===== config.mk =====
export PLATFORM = sky130hd
export DESIGN_NAME = kb_key_fifo
export DESIGN_NICKNAME = d
export VERILOG_FILES = /design/src/rtl/kb_key_fifo.sv
export SDC_FILE = /design/constraint.sdc
export NUM_CORES = 1
export LEC_CHECK = 0
export CAP_MARGIN = 10
export CORE_UTILIZATION = 45
export CTS_CLUSTER_DIAMETER = 100
export DETAILED_ROUTE_END_ITERATION = 8
export PLACE_DENSITY = 0.6
export SLEW_MARGIN = 0
export SYNTH_ARGS = -nofsm -noshare
export SYNTH_HDL_FRONTEND = slang
export SYNTH_SLANG_ARGS = --single-unit

===== constraint.sdc =====
create_clock -name clk -period 5.7 [get_ports clk]
set_input_delay 1.14 -clock clk [delete_from_list [all_inputs] [get_ports clk]]
set_output_delay 1.14 -clock clk [all_outputs]
set_load 0.03 [all_outputs]

===== src/rtl/kb_key_fifo.sv =====
// kb_key_fifo: filters PS/2 make codes and buffers their ASCII bytes
// in a first-word-fall-through FIFO drained by a valid/pop reader.
module kb_key_fifo #(
    parameter int DEPTH = 16,
    parameter int AW    = $clog2(DEPTH)
) (
    input  logic          clk,
    input  logic          reset,
    input  logic [7:0]    scan_code,
    input  logic          scan_code_ready,
    input  logic [7:0]    ascii_code,
    input  logic          pop,
    input  logic          clear_overflow,
    output logic          key_valid,
    output logic [7:0]    key_data,
    output logic [AW:0]   key_count,
    output logic          overflow
);

    typedef enum logic [1:0] {
        IDLE,
        BREAK,
        EXT,
        EXT_BREAK
    } state_t;

    localparam logic [7:0] CODE_BRK = 8'hF0;
    localparam logic [7:0] CODE_EXT = 8'hE0;
    localparam logic [AW:0] FULL_CNT = (AW+1)'(DEPTH);

    state_t        state_q, state_d;
    logic [AW-1:0] rd_ptr_q, rd_ptr_d;
    logic [AW-1:0] wr_ptr_q, wr_ptr_d;
    logic [AW:0]   count_q, count_d;
    logic          ovf_q, ovf_d;
    logic [7:0]    mem_q [DEPTH];

    logic cand;
    logic push;
    logic pop_eff;
    logic full;
    logic wr_en;

    // Prefix filter: only plain make codes seen in IDLE become candidates
    always_comb begin
        state_d = state_q;
        cand    = 1'b0;
        if (scan_code_ready) begin
            unique case (state_q)
                IDLE: begin
                    if (scan_code == CODE_BRK) begin
                        state_d = BREAK;
                    end else if (scan_code == CODE_EXT) begin
                        state_d = EXT;
                    end else begin
                        cand = 1'b1;
                    end
                end
                BREAK:     state_d = IDLE;
                EXT: begin
                    if (scan_code == CODE_BRK) begin
                        state_d = EXT_BREAK;
                    end else begin
                        state_d = IDLE;
                    end
                end
                EXT_BREAK: state_d = IDLE;
                default:   state_d = IDLE;
            endcase
        end
    end

    // FIFO bookkeeping: a full FIFO still accepts a push when a pop frees a slot
    always_comb begin
        push     = cand && (ascii_code != 8'h00);
        full     = (count_q == FULL_CNT);
        pop_eff  = pop && (count_q != '0);
        wr_en    = push && (!full || pop_eff);
        rd_ptr_d = rd_ptr_q;
        wr_ptr_d = wr_ptr_q;
        count_d  = count_q;
        ovf_d    = ovf_q;
        if (pop_eff) begin
            rd_ptr_d = rd_ptr_q + AW'(1);
        end
        if (wr_en) begin
            wr_ptr_d = wr_ptr_q + AW'(1);
        end
        if (wr_en && !pop_eff) begin
            count_d = count_q + (AW+1)'(1);
        end else if (!wr_en && pop_eff) begin
            count_d = count_q - (AW+1)'(1);
        end
        if (push && full && !pop_eff) begin
            ovf_d = 1'b1;
        end else if (clear_overflow) begin
            ovf_d = 1'b0;
        end
    end

    // Control state registers with synchronous reset
    always_ff @(posedge clk) begin
        if (reset) begin
            state_q  <= IDLE;
            rd_ptr_q <= '0;
            wr_ptr_q <= '0;
            count_q  <= '0;
            ovf_q    <= 1'b0;
        end else begin
            state_q  <= state_d;
            rd_ptr_q <= rd_ptr_d;
            wr_ptr_q <= wr_ptr_d;
            count_q  <= count_d;
            ovf_q    <= ovf_d;
        end
    end

    // Storage array; contents are don't-care until written, so no reset
    always_ff @(posedge clk) begin
        if (wr_en && !reset) begin
            mem_q[wr_ptr_q] <= ascii_code;
        end
    end

    assign key_valid = (count_q != '0);
    assign key_data  = mem_q[rd_ptr_q];
    assign key_count = count_q;
    assign overflow  = ovf_q;

endmodule


# ---- Yosys cells after proc, flatten, opt, wreduce, memory -nomap -nowiden
# Memories as Yosys holds them, arrays and structs flattened. A register that Yosys moved wholly into a read port is not among the register bits.
# Index checks and enable logic that the tools add are counted.
dict set report word_totals {
  mem_bits_rw 128
  input_bits 21
  mem_count 1
  romBits 0
  latchBits 0
  register_bits 16
  wordCells 53
}
dict set report op_classes {
  eq_ne 7
  n_lt_le_gt_ge 0
  shift 0
  mux 16
  addsub 4
  n_reduce_logical 20
  bitwise 0
  n_div 0
  n_mul 0
}
# name depth word_bits rd rd_ports_with_merged_regs write_ports line
set memory_table {}
lappend memory_table {mem_q 16 8 1 1 1 36} ;# logic [7:0] mem_q [DEPTH];
# op count
set op_table {}
lappend op_table {{== test 8 bit (second input constant)} 2}
lappend op_table {{2-to-1 mux 5 bit} 2}
lappend op_table {{adder 4 x 1 -> 4 bit (second input constant)} 2}
lappend op_table {{logical AND 1 bit} 8}
lappend op_table {{2-to-1 mux 1 bit} 8}
lappend op_table {{2-to-1 mux 4 bit} 2}
lappend op_table {{nonzero test 8 bit} 1}
lappend op_table {{2-to-1 mux 2 bit} 3}
lappend op_table {{case mux 2 bit (3 select lines)} 1}
lappend op_table {{adder 5 x 1 -> 5 bit (second input constant)} 1}
lappend op_table {{== test 5 bit (second input constant)} 1}
lappend op_table {{nonzero test 5 bit} 1}
lappend op_table {{subtractor 5 x 1 -> 5 bit (second input constant)} 1}
lappend op_table {{== test 2 bit (second input constant)} 2}
lappend op_table {{logical NOT 1 bit} 4}
lappend op_table {{nonzero test 2 bit} 2}
lappend op_table {{!= test 3 bit (second input constant)} 1}
lappend op_table {{== test 2 x 1 -> 1 bit (second input constant)} 1}
lappend op_table {{logical NOT 2 bit} 1}
lappend op_table {{AND reduction 2 bit} 1}
lappend op_table {{OR reduction 2 bit} 1}
lappend op_table {{logical OR 1 bit} 1}

# ---- Depth between registers and ports, before layout
dict set report logic_depth {
  word_depth 11
  mapped_depth 11
  ltp_nobuf 10
}

# ---- Worst setup path before layout
# Ideal clock, no wire load.
dict set report synth_timing {
  path_type {input port to flip-flop}
  from {input port ascii_code[5]}
  to {register count_q[4] (netlist: key_count[4])}
  arrival_time_ns 3.470
  path_buffers 1
  setup_slack_ns 2.110
  stages 11
  setup_time_ns 0.121
  cell_sequence {or4_1 > nor2_1 > nor3_2 > buf_2 > ha_1 > inv_1 > ha_1 > a21oi_1 > a211oi_1 > a31oi_1 > mux2_2}
}
dict set report synth_via {
  elab_chain_len 6
  word_cells_on_any_way 8
}
# item line
set synth_lines {}
lappend synth_lines {{start: declaration} 11} ;# input logic [7:0] ascii_code,
lappend synth_lines {{nonzero test 8 bit *} 75} ;# push = cand && (ascii_code != 8'h00);
lappend synth_lines {{logical AND 1 bit *} 75}
lappend synth_lines {{logical AND 1 bit *} 78} ;# wr_en = push && (!full || pop_eff);
lappend synth_lines {{logical NOT 1 bit} 91} ;# end else if (!wr_en && pop_eff) begin
lappend synth_lines {{logical AND 1 bit} 91}
lappend synth_lines {{nonzero test 2 bit (no line)} --}
lappend synth_lines {{end signal: assignment} 113} ;# count_q <= count_d;
lappend synth_lines {{end: declaration} 34} ;# logic [AW:0] count_q, count_d;
# Mark *: on every way between the ends. The rest lies on a longest branch, timed or not.
# A chain may end at the register's enable or synchronous reset.

==> out/qor.txt <==
dpl cell area: 6520 µm²
total CTS buffers: 17
Post-synth EDFFs: 128
vias per cell: 5.58
total die area: 13700 µm²
ys async rst share: 0%
cell taking the most area after synthesis: edfxtp_1
Worst-Margin Slew: 0.980 ns
antenna cells: 0
Synth Net Count: 361
First DRT Iteration DRCs: 352
combinational family with the most area after synthesis: multiplexers
relative slew slack: 34.5%
WP data required: 4.56 ns
critical path type: flop to output pin
Worst setup SP type: flop
Placer Congestion: 0.726
Num Clock Sinks: 148
post-synth cell types: 43
Area growth syn-to-layout: 18.1%
GRT overflow: 0
IO Port Bufs: 35
Hold Buf Count CTS: 0
Fill cells: 1015
Final HPWL DP: 7560 µm
post-synthesis simple-gate area fraction: 7.53%
Die Wd: 117 µm
Largest delay share family, worst path: buffers and inverters
crit end category: output pin
via count: 3139
clock root buffer: clkbuf_16
CTS tree: done
DRC violation count after routing: 0
H-tree depth: 4
routed length per instance: 21.9 µm
slack of the critical path: 1.39 ns
Final nets: 409
Top FF cell, synth: edfxtp_1
Core Util, Final: 55.0%
Worst-path clk slew: 0.05 ns
antenna-violating nets left: 0
pre-CTS WS: 1.13 ns
row cnt: 41
fin. max-slew vios: 0
first-pass GRT wire length: 18900 µm
Hold WC Path Type: flop to flop
Compound-Gate Fraction of Synth Area: 3.76%
most common cell in the netlist: edfxtp_1
core area: 12800 µm²
yosys warns: 0
Worst VDD drop: 0.182 mV
Min Hold Slack: 0.471 ns
initial core utilization: 46.6%
syn_area_per_cell: 18.0 µm²
unrepaired setup endpoints after global routing: false
mux contribution to synthesized area: 13.2%
DR pass1 iterations: 4
top post-synthesis cells by count: edfxtp_1, mux4_2, nor2_1, dfxtp_1, a22oi_1
PD cells: 416 nW/µm²
overall routed net length: 12300 µm
final std cells w/o fill: 563
largest net degree at the start of global routing: 33
gr usage total: 20.6%
total of max-cap violations: 0
synthesized area: 5950 µm²
post-synth top area share: 64.6%
Longest Clk Path Bufs: 2
PostCTS Resize Cnt: 0
Final Critical Period: 4.31 ns
Post-Synth XOR/XNOR Area: 0.736%
Synth Area in Adders: 2.23%
setup bufs post-CTS: 0
Area contributors post-synth: edfxtp_1, mux4_2, dfxtp_1
period utilisation layout: 75.6%
# IOs: 36
Setup Viol. Count Final: 0
Cells after Synth: 330
slowest stage delay, CP: 0.73 ns
vias in the first global route: 3292
status: completed
Setup Skew: 0.00459 ns
fmax: 232 MHz
Final Hold Fails: 0
CP bufs+invs: 2
largest fanout on the critical path: 17
Pwr Total: 2.93 mW
antenna violations before repair: 0
height of the die: 117 µm
clk_lat worst skew: 0.42 ns
Seq/Total Area, Yosys: 71.3%
final instance area: 7030 µm²
CP arrival: 3.17 ns
share of layout cells above drive strength 1: 18.9%
Leak Pwr: 2.35 nW
slowest library cell on the worst path: dfxtp_2
Setup TNS Final: 0 ns
post-synthesis register bit count: 148
Cells after DPL: 531
worst-path cell chain: buf_4, mux4_2, a22oi_1, nand2_1, clkdlybuf4s50_1
## report_power, final
group / leakage, nW / internal (mW) / switching (mW)
sequential: 1.32 / 1.22 / 0.0639
combinational: 0.782 / 0.347 / 0.333
clock: 0.256 / 0.572 / 0.395
## flip-flops by register name, indices dropped and copies added (netlist names), named ones only
register / flops
overflow: 1
rd_ptr_q: 4
wr_ptr_q: 4
mem_q: 128
key_count: 5
state_q: 2
## final cells by class
cell class	count	area (µm²)	share of cell area, %
Clock buffer	25	475	6.76
Clock inverter	7	33.8	0.481
Inverter	5	18.8	0.267
Multi-Input combinational cell	163	1630	23.2
Sequential cell	148	4250	60.4
Tap cell	172	215	3.06
Timing Repair Buffer	43	410	5.84
## per-layer routing
| layer | global-route usage (%) | routed length, µm |
|---|---|---|
| met3 | 4.79 | 618 |
| met4 | 9.79 | 191 |
| met5 | 0 | 0 |
| met2 | 32.9 | 6170 |
| met1 | 26.8 | 5350 |
## worst register-to-register path, stage by stage (launching register included)
cell	delay, ns
dfxtp_1	0.33
nor3b_1	0.29
o21ai_0	0.25
nor3_2	0.55
ha_1	0.30
inv_1	0.11
ha_1	0.33
a21oi_1	0.19
a211oi_1	0.11
a31oi_1	0.17
mux2_2	0.35
## final timing paths
check | start | to | slack, ns | depth (start not counted)
setup / recovery | flop | key_data[5] | 1.39 | 5
hold / removal | overflow | overflow | 0.47 | 2
setup reg to reg | state_q[0] | key_count[4] | 2.62 | 10
hold reg to reg | overflow | overflow | 0.47 | 2
## cell usage in the layout (no fill, tap or decap), types with 6 or more instances in the layout
cell type,netlist,layout
clkinv_2,0,6
buf_4,0,8
dfxtp_1,20,19
clkdlybuf4s50_1,0,35
and3_1,14,14
mux4_2,32,32
ha_1,9,9
edfxtp_1,128,128
nand2_1,9,9
clkbuf_1,8,6
nor2_1,22,22
a22oi_1,16,16
clkbuf_16,0,17
## logic make-up after synthesis
group / after synthesis
simple gates: 78
flops: 148
fa+ha+maj: 10
xor+xnor: 5
compound gates: 32
buf+inv: 19
mux: 38
Note: power is estimated with default switching activity, not from simulation.
